**config.mk**
```make
export PLATFORM = sky130hd
export DESIGN_NAME = vga_ctrl
export DESIGN_NICKNAME = d
export VERILOG_FILES = /design/src/rtl/vga_pkg.sv /design/src/rtl/vga_ctrl.sv
export SDC_FILE = /design/constraint.sdc
export NUM_CORES = 1
export LEC_CHECK = 0
export CORE_ASPECT_RATIO = 0.8
export CORE_MARGIN = 10
export CORE_UTILIZATION = 49
export CTS_CLUSTER_DIAMETER = 80
export DETAILED_ROUTE_END_ITERATION = 16
export PLACE_DENSITY = 0.94
export SETUP_SLACK_MARGIN = 0.02
export SLEW_MARGIN = 20
export SYNTH_ARGS = -nofsm -noshare
export SYNTH_HDL_FRONTEND = slang
export SYNTH_SLANG_ARGS = --single-unit
```
**constraint.sdc**
```tcl
create_clock -name vga_clk -period 4.5 [get_ports vga_clk]
set_input_delay 0.675 -clock vga_clk [delete_from_list [all_inputs] [get_ports vga_clk]]
set_output_delay 0.675 -clock vga_clk [all_outputs]
set_load 0.02 [all_outputs]
```
**src/rtl/vga_pkg.sv**
```systemverilog
// Shared constants for the VGA timing generator.
// Holds the 640x480@60 Hz timing defaults, the counter and pixel bus widths,
// and the coordinate value reported outside the request window.
package vga_pkg;

    // 640x480@60 Hz horizontal timing, in pixel clocks
    localparam int H_SYNC_DEF  = 96;
    localparam int H_BACK_DEF  = 48;
    localparam int H_VALID_DEF = 640;
    localparam int H_TOTAL_DEF = 800;

    // 640x480@60 Hz vertical timing, in lines
    localparam int V_SYNC_DEF  = 2;
    localparam int V_BACK_DEF  = 33;
    localparam int V_VALID_DEF = 480;
    localparam int V_TOTAL_DEF = 525;

    // Counter / coordinate width and RGB565 bus width
    localparam int CNT_W = 10;
    localparam int RGB_W = 16;

    // Coordinate value driven while no pixel is being requested
    localparam logic [CNT_W-1:0] IDLE_COORD = 10'h3FF;

    // True when val lies in the inclusive range [lo, hi].
    function automatic logic in_range(input logic [CNT_W-1:0] val,
                                      input logic [CNT_W-1:0] lo,
                                      input logic [CNT_W-1:0] hi);
        return (val >= lo) && (val <= hi);
    endfunction

endpackage

```
**src/rtl/vga_ctrl.sv**
```systemverilog
// VGA timing generator.
// Two free-running counters (pixel within line, line within frame) drive every
// output through combinational decodes. Pixel data is requested one clock
// before it is shown, so the request window sits one clock ahead of the
// active-video window on the horizontal axis.
module vga_ctrl
    import vga_pkg::*;
#(
    parameter int H_SYNC  = H_SYNC_DEF,
    parameter int H_BACK  = H_BACK_DEF,
    parameter int H_VALID = H_VALID_DEF,
    parameter int H_TOTAL = H_TOTAL_DEF,
    parameter int V_SYNC  = V_SYNC_DEF,
    parameter int V_BACK  = V_BACK_DEF,
    parameter int V_VALID = V_VALID_DEF,
    parameter int V_TOTAL = V_TOTAL_DEF
)(
    input  logic             vga_clk,
    input  logic             sys_rst_n,
    input  logic [RGB_W-1:0] pix_data,
    output logic [CNT_W-1:0] pix_x,
    output logic [CNT_W-1:0] pix_y,
    output logic             pix_data_req,
    output logic             rgb_valid,
    output logic             hsync,
    output logic             vsync,
    output logic [RGB_W-1:0] rgb
);

    // Counter wrap points
    localparam logic [CNT_W-1:0] H_LAST = CNT_W'(H_TOTAL - 1);
    localparam logic [CNT_W-1:0] V_LAST = CNT_W'(V_TOTAL - 1);

    // Sync regions start at 0 and end just before these values
    localparam logic [CNT_W-1:0] H_SYNC_END = CNT_W'(H_SYNC);
    localparam logic [CNT_W-1:0] V_SYNC_END = CNT_W'(V_SYNC);

    // Active-video windows (inclusive bounds)
    localparam logic [CNT_W-1:0] H_ACT_LO = CNT_W'(H_SYNC + H_BACK);
    localparam logic [CNT_W-1:0] H_ACT_HI = CNT_W'(H_SYNC + H_BACK + H_VALID - 1);
    localparam logic [CNT_W-1:0] V_ACT_LO = CNT_W'(V_SYNC + V_BACK);
    localparam logic [CNT_W-1:0] V_ACT_HI = CNT_W'(V_SYNC + V_BACK + V_VALID - 1);

    // Request window: one clock ahead of active video horizontally
    localparam logic [CNT_W-1:0] H_REQ_LO = CNT_W'(H_SYNC + H_BACK - 1);
    localparam logic [CNT_W-1:0] H_REQ_HI = CNT_W'(H_SYNC + H_BACK + H_VALID - 2);

    logic [CNT_W-1:0] cnt_h;
    logic [CNT_W-1:0] cnt_v;
    logic             h_last;
    logic             v_last;
    logic             h_act;
    logic             h_req;
    logic             v_act;

    assign h_last = (cnt_h == H_LAST);
    assign v_last = (cnt_v == V_LAST);

    // Pixel counter: steps every clock, wraps at the end of the line
    always_ff @(posedge vga_clk or negedge sys_rst_n) begin
        if (!sys_rst_n) begin
            cnt_h <= '0;
        end else if (h_last) begin
            cnt_h <= '0;
        end else begin
            cnt_h <= cnt_h + 1'b1;
        end
    end

    // Line counter: steps on the last pixel of each line, wraps with the frame
    always_ff @(posedge vga_clk or negedge sys_rst_n) begin
        if (!sys_rst_n) begin
            cnt_v <= '0;
        end else if (h_last) begin
            if (v_last) begin
                cnt_v <= '0;
            end else begin
                cnt_v <= cnt_v + 1'b1;
            end
        end
    end

    // Window decodes and coordinate generation from the current counter values
    always_comb begin
        h_act        = in_range(cnt_h, H_ACT_LO, H_ACT_HI);
        h_req        = in_range(cnt_h, H_REQ_LO, H_REQ_HI);
        v_act        = in_range(cnt_v, V_ACT_LO, V_ACT_HI);

        hsync        = (cnt_h < H_SYNC_END);
        vsync        = (cnt_v < V_SYNC_END);
        rgb_valid    = h_act && v_act;
        pix_data_req = h_req && v_act;

        pix_x        = IDLE_COORD;
        pix_y        = IDLE_COORD;
        if (pix_data_req) begin
            pix_x = cnt_h - H_REQ_LO;
            pix_y = cnt_v - V_ACT_LO;
        end

        rgb = rgb_valid ? pix_data : '0;
    end

endmodule

```
Yosys cells after proc, flatten, opt, wreduce, memory -nomap -nowiden
Cells that the tools add are included.

Register bits after elaboration: 20. Input port bits: 18. Logic and storage cells: 26.

$add $sub $neg: 4. $lt $le $gt $ge: 8. Equality and inequality tests: 2. Muxes and demuxes: 5. Reductions and logical operators: 5.

Operators by type and width (count): 2-to-1 mux 10 bit (4); <= comparator 10 bit (second input constant) (3); adder 10 x 1 -> 10 bit (second input constant) (2); equality test 10 bit (second input constant) (2); greater-or-equal comparator 10 x 8 -> 1 bit (second input constant) (2); 2-to-1 mux 16 bit (1); greater-or-equal comparator 10 x 6 -> 1 bit (second input constant) (1); less-than comparator 10 x 2 -> 1 bit (second input constant) (1); less-than comparator 10 x 7 -> 1 bit (second input constant) (1); subtractor 10 x 6 -> 10 bit (second input constant) (1); subtractor 10 x 8 -> 10 bit (second input constant) (1); logical AND 1 bit (5).

Logic depth before layout (Yosys ltp)
Depth after elaboration: 4. Depth in mapped cells: 7. Depth with buffers taken out: 6.

Worst setup path after synthesis
Ideal clock, no wire load.

Path type: register -> output. From: register cnt_v[1]. To: output port rgb[10]. Data arrival time: 1.896 ns. Required time: 3.825 ns. Slack: 1.929 ns. Cell stages (with the launch flop): 8. Path buffers: 2. Cell sequence: dfrtp_1 ha_1 clkbuf_1 o41ai_2 a21o_1 a221oi_4 buf_6 and2_1.

Word-level cells in the longest chain between the ends: 4.

Ends and longest elaborated chain: start: declaration (RTL line vga_ctrl.sv:49) `logic [CNT_W-1:0] cnt_v;`; start signal: assignment (RTL line vga_ctrl.sv:78) `cnt_v <= cnt_v + 1'b1;`; greater-or-equal comparator 10 x 6 -> 1 bit or <= comparator 10 bit (tied branches) (RTL line vga_pkg.sv:29) `return (val >= lo) && (val <= hi);`; logical AND 1 bit (*) (RTL line vga_pkg.sv:29); logical AND 1 bit (*) (RTL line vga_ctrl.sv:91) `rgb_valid = h_act && v_act;`; net rgb_valid (RTL line vga_ctrl.sv:24) `output logic rgb_valid,`; 2-to-1 mux 16 bit (*) (RTL line vga_ctrl.sv:101) `rgb = rgb_valid ? pix_data : '0;`; end: declaration (RTL line vga_ctrl.sv:27) `output logic [RGB_W-1:0] rgb`.

The timed path passes the listed nets; every way through them passes the cells marked *.

Worst setup path after layout
From: register cnt_h[0]. To: output port pix_x[0].

Word-level cells in the longest chain between the ends: 4.

Ends and longest elaborated chain: start: declaration (RTL line vga_ctrl.sv:48) `logic [CNT_W-1:0] cnt_h;`; start signal: assignment (RTL line vga_ctrl.sv:66) `cnt_h <= cnt_h + 1'b1;`; greater-or-equal comparator 10 x 8 -> 1 bit or <= comparator 10 bit (tied branches) (RTL line vga_pkg.sv:29); logical AND 1 bit (RTL line vga_pkg.sv:29); logical AND 1 bit (RTL line vga_ctrl.sv:92) `pix_data_req = h_req && v_act;`; 2-to-1 mux 10 bit (*) (RTL line vga_ctrl.sv:96) `if (pix_data_req) begin`; end: declaration (RTL line vga_ctrl.sv:21) `output logic [CNT_W-1:0] pix_x,`.

Every way passes the cells marked *; elsewhere a longest branch is shown, timed or not.

==> results.cfg <==
[grt]
grt_overflow_total = 0
grt_max_degree = 21
grt_pass1_wl_microns = 7870
antenna_found_initial = 0
grt_pass1_vias = 1491
grt_usage_pct = 15.4

[sta]
hold_viol = 0
max-slew-margin-rel_pct = 38.2
fmax_ghz = 0.272
worst_slew_pin_slew_ns = 0.924
hold_ws_ns = 0.580
layout_min_cycle_time_ns = 3.67
setup_viol = 0
tns_ns = 0
period_share_pct = 81.6
drv_slew = 0
finClkSkew_ns = 0.00414
rsz0062_at_grt = no

[critical_path]
crit_chain = ha_1 -> and3_1 -> o41ai_1 -> nand2_1 -> nand3_1 -> clkdlybuf4s50_1
path_delay_family = simple AND/OR/NAND/NOR gates
cp.required_ns = 3.83
path_buf_inv = 1
setup.worst_path.end_class = output port
path_class = flip-flop to output port
critPathArrivalTime_ns = 3.00
cp_slowest_cell = clkdlybuf4s50_1
startpoint_type = flip-flop
cp_max_fo = 20
max_stage_delay_ns = 0.63

[synth]
syn_nets = 223
syn-instance-count = 200
netlist_area_sq_um = 1670
yosys_warnings = 0
ys_types = 42
synth_seq_cells = 20
synth-seq-area-share_pct = 30.1
syn_area_per_cell_sq_um = 8.33

[drt]
first_iter_violations = 172
wl_per_cell_microns = 17.0
wl_microns = 4810
drt_pass1_iterations = 4
remaining_drc_errors = 0
vias = 1625
drtAntennaViolNets = 0
vias_per_cell = 5.74

[clocking]
cts_buffer_depth = 2
cts_tree = yes
numCtsBuffers = 3
htree_levels = 1
clk_pin_slew_worst_paths_ns = 0.08
cts_resized = 0
cts.sinks = 20
cts_setup_buffers = 0
cts_root_buf = clkbuf_8
ctsHoldBuffers = 0
clk_latency_ns = 0.27

[floorplan]
initial_core_util_pct = 52.4
rows = 18
die_w_microns = 85.2
die_y_microns = 72.1
coreArea_sq_um = 3180
die_area_sq_um = 6150
io_pins = 58

[placed_design]
gp_congestion = 0.884
numPortBuffers = 57
hpwl_microns = 3700

[power]
max-vdd-ir-drop_mv = 0.153
p_leak_nw = 0.957
p_per_area_nw_per_um2 = 168
finalPower_mw = 0.381

[final_layout]
regArea_sq_um = 500
area_delta_synth_final_pct = 36.4
diodes = 0
layout-drive-gt1-share_pct = 4.94
num-nets-final = 267
multi_input_area_sq_um = 1050
fillers = 261

[run_status]
status = complete, no violations

[min_path]
min_path_type = flip-flop to flip-flop

[job]
cap_violations = 0
[through the flow]
step / instances / cell area, sq um / utilization (%) / setup WS (ns)
floorplan: 200 / 1670 / - / 1.93
global placement: 279 / 2200 / 69.3 / 1.21
detailed placement: 279 / 2200 / 69.3 / 1.12
CTS: 283 / 2270 / 71.5 / 0.808
global route: 283 / 2270 / 71.5 / 0.595
finish: 283 / 2270 / 71.5 / 0.829
[cells by family (layout without fill, tap and decap cells)]
family | Yosys count | in the layout | synth area share, %
adder cells (fa/ha/maj) | 5 | 5 | 3.76
multiplexers | 2 | 2 | 1.20
flip-flops | 20 | 20 | 30.1
AO/OA/AOI/OAI | 24 | 24 | 11.7
AND/OR/NAND/NOR | 102 | 102 | 34.7
XOR/XNOR | 22 | 22 | 11.6
buffers and inverters | 25 | 68 | 6.99
[area by class of cell]
class	count	share of cell area [%]
Multi-Input combinational cell	155	46.2
Inverter	6	0.992
Timing Repair Buffer	58	25.5
Tap cell	40	2.20
Clock inverter	1	1.32
Sequential cell	20	22.0
Clock buffer	3	1.82
[synthesized netlist by cell type, drive strengths merged]
library cell / count / area share, %
a2111o: 1 / 0.68
a2111oi: 1 / 0.53
a21boi: 1 / 0.45
a21o: 1 / 0.45
a21oi: 6 / 1.8
a221oi: 1 / 1.6
a32oi: 1 / 0.53
and2: 19 / 7.1
and3: 1 / 0.38
and4: 3 / 1.6
and4b: 1 / 0.60
buf: 10 / 3.6
clkbuf: 9 / 2.0
dfrtp: 20 / 30
ha: 5 / 3.8
inv: 6 / 1.4
mux2i: 2 / 1.2
nand2: 13 / 2.9
nand3: 26 / 7.8
nand3b: 4 / 1.8
nand4: 7 / 2.6
nor2: 12 / 2.7
nor3: 7 / 2.1
nor4: 3 / 2.0
o2111ai: 1 / 0.90
o211ai: 1 / 0.45
o21ai: 5 / 1.5
o22ai: 1 / 0.38
o2bb2ai: 1 / 0.53
o31ai: 1 / 0.45
o41ai: 2 / 1.5
or2: 1 / 0.38
or3: 3 / 1.7
or4: 2 / 0.90
xnor2: 14 / 7.4
xor2: 8 / 4.2
[cells in the final DEF, fill, tap and decap left out, types with 4 or more instances in the layout]
master	n
nand3_1	26
ha_1	5
nand2_1	13
xnor2_1	14
inv_1	6
nand3b_1	4
and2_1	18
nor2_1	12
xor2_1	8
dfrtp_1	20
a21oi_1	6
nand4_1	7
o21ai_0	5
clkdlybuf4s50_1	57
nor3_1	7
[sequential cells by signal, indices dropped and copies added, names as in the netlist]
name,count
cnt_h,10
cnt_v,10
[worst paths after layout]
kind / start / to / slack (ns) / cells past startpoint
max: cnt_h[0] / pix_x[0] / 0.83 / 6
min: cnt_h[0] / cnt_h[0] / 0.58 / 1
max reg2reg: cnt_h[6] / cnt_v[9] / 2.41 / 4
min reg2reg: cnt_h[0] / cnt_h[0] / 0.58 / 1
max in group asynchronous: sys_rst_n / cnt_v[8] / 3.01 / 1
min in group asynchronous: sys_rst_n / cnt_h[8] / 0.92 / 1
[where the power goes]
| part | switching [mW] | internal, mW | leakage (nW) |
|---|---|---|---|
| clock network | 0.0649 | 0.119 | 0.0357 |
| logic | 0.00491 | 0.0127 | 0.656 |
| registers | 0 | 0.180 | 0.265 |
[metal layers]
metal	vias to the layer above	GRT usage, %	share of wire (%)
met5	-	0	0
met3	4	5.25	11
met4	0	3.28	0.94
li1	787	-	-
met1	748	20.9	47
met2	86	22.8	41
No activity file was read; power rests on OpenSTA's default activity.
